**config.mk**
```make
export PLATFORM = sky130hd
export DESIGN_NAME = mem_sram_ctrl
export DESIGN_NICKNAME = d
export VERILOG_FILES = /design/src/rtl/mem_sram_ctrl_pkg.sv /design/src/rtl/Register.sv /design/src/rtl/sram_wait_counter.sv /design/src/rtl/mem_sram_ctrl.sv
export SDC_FILE = /design/constraint.sdc
export NUM_CORES = 1
export LEC_CHECK = 0
export ABC_AREA = 1
export CAP_MARGIN = 20
export CELL_PAD_IN_SITES_DETAIL_PLACEMENT = 1
export CELL_PAD_IN_SITES_GLOBAL_PLACEMENT = 2
export CORE_ASPECT_RATIO = 0.6
export CORE_MARGIN = 8
export CORE_UTILIZATION = 16
export DETAILED_ROUTE_END_ITERATION = 6
export PLACE_DENSITY_LB_ADDON = 0.08
export SETUP_SLACK_MARGIN = 0.15
export SLEW_MARGIN = 20
export SYNTH_ARGS = -nofsm -noshare
export SYNTH_HDL_FRONTEND = slang
export SYNTH_SLANG_ARGS = --single-unit
```
**constraint.sdc**
```tcl
create_clock -name CLK -period 3.03 [get_ports CLK]
set_input_delay 0.4545 -clock CLK [delete_from_list [all_inputs] [get_ports CLK]]
set_output_delay 0.4545 -clock CLK [all_outputs]
set_load 0.1 [all_outputs]
```
**src/rtl/mem_sram_ctrl_pkg.sv**
```systemverilog
// rtl/mem_sram_ctrl_pkg.sv - shared types and constants for the MEM-stage SRAM controller
package mem_sram_ctrl_pkg;

    localparam int SRAM_AW           = 18;
    localparam int SRAM_DW           = 16;
    localparam int DEFAULT_ADDR_BASE = 1024;

    typedef enum logic [1:0] {
        S_IDLE = 2'd0,
        S_LO   = 2'd1,
        S_HI   = 2'd2,
        S_DONE = 2'd3
    } state_t;

endpackage

```
**src/rtl/Register.sv**
```systemverilog
// rtl/Register.sv - loadable register with synchronous active-high clear
module Register #(
    parameter int WIDTH = 16
) (
    input  logic             clk,
    input  logic             rst,
    input  logic             ld,
    input  logic [WIDTH-1:0] in,
    output logic [WIDTH-1:0] out
);

    always_ff @(posedge clk) begin
        if (rst) begin
            out <= '0;
        end else if (ld) begin
            out <= in;
        end
    end

endmodule

```
**src/rtl/sram_wait_counter.sv**
```systemverilog
// rtl/sram_wait_counter.sv - per-access wait-state counter, wraps to zero on terminal count
module sram_wait_counter #(
    parameter int WAIT_CYCLES = 2
) (
    input  logic clk,
    input  logic rst,
    input  logic clr,
    input  logic en,
    output logic tc
);

    localparam int CW = $clog2(WAIT_CYCLES + 1);

    logic [CW-1:0] cnt;

    assign tc = (cnt == CW'(WAIT_CYCLES - 1));

    // Wrapping on tc lets the HI half reuse the counter without an explicit clear.
    always_ff @(posedge clk) begin
        if (rst || clr) begin
            cnt <= '0;
        end else if (en) begin
            cnt <= tc ? '0 : cnt + CW'(1);
        end
    end

endmodule

```
**src/rtl/mem_sram_ctrl.sv**
```systemverilog
// rtl/mem_sram_ctrl.sv - 32-bit load/store over a 16-bit SRAM as two wait-stated half-word accesses
module mem_sram_ctrl
    import mem_sram_ctrl_pkg::*;
#(
    parameter int WAIT_CYCLES = 2,
    parameter int ADDR_BASE   = DEFAULT_ADDR_BASE
) (
    input  logic               CLK,
    input  logic               RST,
    input  logic               RD_EN,
    input  logic               WR_EN,
    input  logic [31:0]        Address,
    input  logic [31:0]        WriteData,
    output logic [31:0]        ReadData,
    output logic               Ready,
    output logic [SRAM_AW-1:0] SRAM_ADDR,
    output logic [SRAM_DW-1:0] SRAM_DQ_Out,
    input  logic [SRAM_DW-1:0] SRAM_DQ_In,
    output logic               SRAM_DQ_OE,
    output logic               SRAM_WE_N,
    output logic               SRAM_OE_N,
    output logic               SRAM_CE_N,
    output logic               SRAM_UB_N,
    output logic               SRAM_LB_N
);

    state_t             state;
    state_t             state_nxt;
    logic               op_wr;
    logic               req;
    logic               cnt_clr;
    logic               cnt_en;
    logic               cnt_tc;
    logic               ld_lo;
    logic               ld_hi;
    logic [16:0]        word_idx;
    logic [SRAM_DW-1:0] rd_lo;
    logic [SRAM_DW-1:0] rd_hi;

    assign req      = RD_EN | WR_EN;
    assign word_idx = 17'((Address - 32'(ADDR_BASE)) >> 2);
    assign ReadData = {rd_hi, rd_lo};
    assign Ready    = ((state == S_IDLE) && !req) || (state == S_DONE);

    always_ff @(posedge CLK) begin
        if (RST) begin
            state <= S_IDLE;
            op_wr <= 1'b0;
        end else begin
            state <= state_nxt;
            // Write takes priority when both enables are raised.
            if (state == S_IDLE && req) begin
                op_wr <= WR_EN;
            end
        end
    end

    always_comb begin
        state_nxt   = state;
        SRAM_ADDR   = '0;
        SRAM_DQ_Out = '0;
        SRAM_DQ_OE  = 1'b0;
        SRAM_WE_N   = 1'b1;
        SRAM_OE_N   = 1'b1;
        SRAM_CE_N   = 1'b1;
        SRAM_UB_N   = 1'b1;
        SRAM_LB_N   = 1'b1;
        cnt_clr     = 1'b1;
        cnt_en      = 1'b0;
        ld_lo       = 1'b0;
        ld_hi       = 1'b0;
        case (state)
            S_IDLE: begin
                if (req) begin
                    state_nxt = S_LO;
                end
            end
            S_LO, S_HI: begin
                cnt_clr     = 1'b0;
                cnt_en      = 1'b1;
                SRAM_CE_N   = 1'b0;
                SRAM_UB_N   = 1'b0;
                SRAM_LB_N   = 1'b0;
                SRAM_ADDR   = {word_idx, (state == S_HI)};
                if (op_wr) begin
                    SRAM_DQ_Out = (state == S_HI) ? WriteData[31:16] : WriteData[15:0];
                    SRAM_DQ_OE  = 1'b1;
                    SRAM_WE_N   = 1'b0;
                end else begin
                    SRAM_OE_N   = 1'b0;
                end
                if (cnt_tc) begin
                    state_nxt = (state == S_HI) ? S_DONE : S_HI;
                    ld_lo     = !op_wr && (state == S_LO);
                    ld_hi     = !op_wr && (state == S_HI);
                end
            end
            S_DONE: begin
                state_nxt = S_IDLE;
            end
            default: begin
                state_nxt = S_IDLE;
            end
        endcase
    end

    sram_wait_counter #(
        .WAIT_CYCLES(WAIT_CYCLES)
    ) u_wait (
        .clk(CLK),
        .rst(RST),
        .clr(cnt_clr),
        .en (cnt_en),
        .tc (cnt_tc)
    );

    Register #(.WIDTH(SRAM_DW)) u_rd_lo (
        .clk(CLK),
        .rst(RST),
        .ld (ld_lo),
        .in (SRAM_DQ_In),
        .out(rd_lo)
    );

    Register #(.WIDTH(SRAM_DW)) u_rd_hi (
        .clk(CLK),
        .rst(RST),
        .ld (ld_hi),
        .in (SRAM_DQ_In),
        .out(rd_hi)
    );

endmodule

```
==> flow_summary.toml, run 1 <==
[outcome]
run_status = "complete, no violations"

[floorplanning]
ios = 157
die_y_um = 105
die_w_um = 164
core_um2 = 12900
initial_core_util_pct = 16.4
die_area_um2 = 17200
rows = 32

[timing]
max_slew.worst_pin.slew_ps = 770
setup_viol = 0
fmax_ghz = 0.388
fin_skew_ps = 6.12
period_minus_slack_ps = 2570
finalSetupTns_ps = 0
rsz0062_at_grt = "no"
slew_headroom_pct = 48.5
slew_viol_final = 0
fin_worst_hold_slack_ps = 446
hold_viol_final = 0
period_share_pct = 85.0

[clocking]
htreeDepth = 2
holdBufCountCts = 0
clockBufferDepth = 2
numCtsBuffers = 5
post-cts-setup-buffer-count = 0
cts_resized = 0
cts_tree = "yes"
clk_pin_slew_ps = 50
clockRootBuffer = "clkbuf_16"
insertion_delay_ps = 280
cts_num_sinks = 37

[run]
drv_cap = 0

[global_route]
grt.overflow.total = 0
grt_max_degree = 35
grt_pass1_vias = 2727
grt_pass1_wl_mm = 15.2
grt_antenna_before_repair = 0
grtUsageTotal_pct = 11.0

[power]
ir_drop_v = 0.000859
p_per_area_nw_per_um2 = 1050
power.leakage_nw = 1.87

[critical_path]
crit_arrival_ps = 2120
endpoint_kind = "primary output"
critPathKind = "in2out"
start_kind = "primary input"
required_ps = 2580
critPathMaxFanout = 4

[routing]
wl_per_cell_um = 14.3
drc = 0
routed_via_density = 3.78
num_vias = 2486
postRouteAntennaNets = 0
drt-total-wl_mm = 9.38
first_pass_iters = 4
drtIter0Drc = 70

[place]
port_buffers = 141
dp_hpwl_mm = 7.53
place_congestion = 0.694

[layout]
mostFrequentLayoutCells = "nor2_1 (110), nand2_1 (96), clkdlybuf4s50_1 (68), buf_4 (51), inv_1 (40)"
mostFrequentLayoutCell = "nor2_1"
areaGrowthSynthToFinish_pct = 96.9
num_antenna_cells = 0
final_nets = 575
drive_gt1_share_pct = 23.4

[yosys]
synthCells = 349
ys_ff_latch = 37
syn_area_um2 = 2100
seq_area_frac_synth_pct = 35.2
yosys_warnings = 0
synth.avg_cell_area_um2 = 6.02
syn-num-nets = 438
yosys.cell_types.count = 20

[min_path]
hp-class = "reg2reg"
cell usage after synthesis:
cell      number  share of area (%)
nand2_1       96                 17
or2_2          2               0.60
nand3_2        2               0.95
inv_2          1               0.18
buf_6          6                3.2
inv_1         40                7.1
buf_2          3               0.71
nor3_1        16                3.8
buf_4          5                1.8
clkbuf_1       3               0.54
a21oi_1        7                1.7
clkinv_1       1               0.18
nand2_2        1               0.30
dfxtp_1       37                 35
ha_1           5                3.0
nand3_1        5                1.2
o21ai_0        5                1.2
nor4_1         1               0.30
nor2_4         2                1.1
nor2_1       111                 20
final cells by class:
cell class | instances | area, um^2
clock inverters | 2 | 10.0
repair buffers | 147 | 1620
well taps | 170 | 213
fillers | 1552 | 8710
inverters | 42 | 158
multi-input cells | 253 | 1260
flip-flops and latches | 37 | 741
clock buffers | 6 | 129
registers in the layout (all words and copies together) (netlist names):
name         cells
op_wr            1
u_rd_hi.out     16
u_wait.cnt       2
u_rd_lo.out     16
state            2
final timing paths:
kind	slack (ps)	cells after the start	startpoint	endpoint
setup reg to reg	830	8	state[1]$_SDFFE_PP0P_	u_rd_lo.out[10]$_SDFFE_PP0P_
hold reg to reg	450	2	u_wait.cnt[1]$_SDFFE_PP0N_	u_wait.cnt[1]$_SDFFE_PP0N_
hold / removal	450	2	u_wait.cnt[1]$_SDFFE_PP0N_	u_wait.cnt[1]$_SDFFE_PP0N_
setup / recovery	460	10	Address[10]	SRAM_ADDR[15]
layer usage:
| metal | track usage, % | part of all wire [%] | up-vias |
|---|---|---|---|
| li1 | - | - | 1308 |
| met1 | 15.2 | 51 | 1100 |
| met2 | 17.0 | 43 | 74 |
| met3 | 2.98 | 6.1 | 4 |
| met4 | 1.94 | 0.54 | 0 |
| met5 | 0 | 0 | - |
cell families after synthesis:
family | share of synthesized area (%)
AO/OA/AOI/OAI | 2.86
adder cells (fa/ha/maj) | 2.98
buffers and inverters | 13.7
flip-flops | 35.2
AND/OR/NAND/NOR | 45.2
worst max-delay path, cell delays in order:
cell,delay (ps)
clkdlybuf4s50_1,450
inv_1,100
ha_1,190
nand2_1,100
nor2_1,250
nand2_1,90
nand2_1,70
inv_1,40
nor2_1,180
buf_12,200
stage by stage:
stage / worst slack [ps] / power, W / instance area (um^2) / utilization, % / cells
after detailed placement: 446 / 0.00390 / 4000 / 31.1 / 649
final: 456 / 0.00436 / 4140 / 32.2 / 657
after global placement: 473 / 0.00389 / 4000 / 31.1 / 649
after CTS: 438 / 0.00444 / 4140 / 32.2 / 657
after floorplan: 57.6 / 0.00300 / 2290 / - / 349
after global routing: 205 / 0.00458 / 4140 / 32.2 / 657
power by group:
group          switching, W  internal [W]
clock network      0.000208      0.000302
logic               0.00242      0.000860
registers         0.0000340      0.000534
No activity file was read; power rests on OpenSTA's default activity.
==> inputs of run 2 (changes only) <==
Settings changed: CORE_UTILIZATION 16 to 15.
Clock period 3.03 ns to 2.6 ns, I/O delays scaled along.
==> run 2 against run 1 <==
Effect of this change: utilization shrank 0.26 points; critical path depth is the same; power grew 26%; sequential power grew 16%; largest cell class unchanged; largest power group unchanged; highest routed layer unchanged.
==> flow_summary.toml, run 2 (synthesis gave the netlist of run 1 again) <==
[timing]
period_minus_slack_ps = 2310
finalSetupTns_ps = 0
fin_skew_ps = 3.57
max_slew.worst_pin.slew_ps = 356
slew_headroom_pct = 76.2
slew_viol_final = 0
setup_viol = 0
rsz0062_at_grt = "no"
period_share_pct = 89.0
fmax_ghz = 0.432
fin_worst_hold_slack_ps = 446
hold_viol_final = 0

[clocking]
post-cts-setup-buffer-count = 0
numCtsBuffers = 5
clk_pin_slew_ps = 60
cts_tree = "yes"
insertion_delay_ps = 280
clockRootBuffer = "clkbuf_16"
htreeDepth = 2
holdBufCountCts = 0
cts_num_sinks = 37
clockBufferDepth = 2

[floorplanning]
die_w_um = 169
rows = 33
die_area_um2 = 18200
ios = 157
die_y_um = 108
initial_core_util_pct = 15.4
core_um2 = 13700

[critical_path]
endpoint_kind = "primary output"
crit_arrival_ps = 1920
critPathMaxFanout = 4
start_kind = "primary input"
required_ps = 2210
r2r_slack_ps = 690
critPathKind = "in2out"

[global_route]
grt.overflow.total = 0
grt_max_degree = 33
grt_antenna_before_repair = 0
grt_pass1_vias = 2638
grt_pass1_wl_mm = 15.4
grtUsageTotal_pct = 10.8

[place]
dp_hpwl_mm = 8.01
port_buffers = 141
place_congestion = 0.702

[power]
p_comb_share_pct = 77.3
power.leakage_nw = 1.92
p_per_area_nw_per_um2 = 1260
ir_drop_v = 0.00144
clock_power_share_pct = 10.7
p_int_w = 0.00230
netSwitchingPower_w = 0.00320
seq_power_share_pct = 12.0
switching_share_pct = 58.2

[min_path]
hp-class = "reg2reg"

[routing]
wl_per_cell_um = 14.4
routed_via_density = 3.68
postRouteAntennaNets = 0
drc = 0
drtIter0Drc = 90
num_vias = 2508
first_pass_iters = 4
drt-total-wl_mm = 9.79

[layout]
drive_gt1_share_pct = 24.7
mostFrequentLayoutCell = "nor2_1"
num_antenna_cells = 0
mostFrequentLayoutCells = "nor2_1 (105), nand2_1 (96), clkdlybuf4s50_1 (68), buf_12 (41), buf_4 (41)"
areaGrowthSynthToFinish_pct = 108
final_nets = 578
top_regs = "u_rd_hi.out: 16 flops, u_rd_lo.out: 16 flops"
fill_cells = 1653

[outcome]
run_status = "complete, no violations"

[run]
drv_cap = 0
==> run 2: changes by cell type in the layout (fill, tap and decap cells not counted), sizes merged <==
cell	delta
buf	+3
clkbuf	+2
clkinv	-2
clkinvlp	+1
inv	-1
==> run 2: power groups by stage <==
stage	clock network, W	logic [W]	registers, W
detailed placement	0	0.00430	0.000674
finish	0.000590	0.00425	0.000661
CTS	0.000626	0.00431	0.000662
global placement	0	0.00428	0.000673
floorplan	0	0.00264	0.000864
global route	0.000649	0.00444	0.000672
==> run 2: area by class of cell <==
| type | count | area (um^2) | share of cell area [%] |
|---|---|---|---|
| repair buffers | 150 | 1810 | 41.4 |
| multi-input cells | 253 | 1280 | 29.3 |
| flip-flops and latches | 37 | 741 | 17.0 |
| well taps | 192 | 240 | 5.50 |
| inverters | 42 | 161 | 3.70 |
| clock buffers | 8 | 136 | 3.12 |
==> run 2: final timing paths <==
path | start | to | cells after the start
hold / removal | u_wait.cnt[1]$_SDFFE_PP0N_ | u_wait.cnt[1]$_SDFFE_PP0N_ | 2
hold reg to reg | u_wait.cnt[1]$_SDFFE_PP0N_ | u_wait.cnt[1]$_SDFFE_PP0N_ | 2
setup / recovery | Address[10] | SRAM_ADDR[15] | 10
setup reg to reg | state[0]$_SDFFE_PP0P_ | u_rd_hi.out[11]$_SDFFE_PP0P_ | 9
==> run 2: stage by stage <==
step | total power, W | std cells | utilization, % | instance area (um^2) | worst slack, ps
CTS | 0.00560 | 682 | 31.9 | 4360 | 195
finish | 0.00551 | 682 | 31.9 | 4370 | 287
floorplan | 0.00350 | 349 | - | 2310 | -308
global route | 0.00576 | 682 | 31.9 | 4370 | 152
global placement | 0.00495 | 674 | 30.9 | 4220 | 227
detailed placement | 0.00497 | 674 | 30.9 | 4220 | 203
==> run 2: layer usage <==
layer	track usage (%)	part of all wire, %
met5	0	0
met4	1.90	0.41
met3	3.70	6.2
met2	16.7	44
met1	14.3	49
==> run 2: worst max-delay path: stages <==
cell and delay, ps:
clkdlybuf4s50_1 450, inv_1 100, ha_1 180, nand2_1 110, nor2_2 190, nand2_1 70, nand2_1 60, inv_1 40
nor2_2 140, buf_12 190
==> run 2: what timing repair did <==
item / CTS / global route
setup endpoints to repair: 1 / 1
gates cloned: 0 / 0
resized for setup: 1 / 1
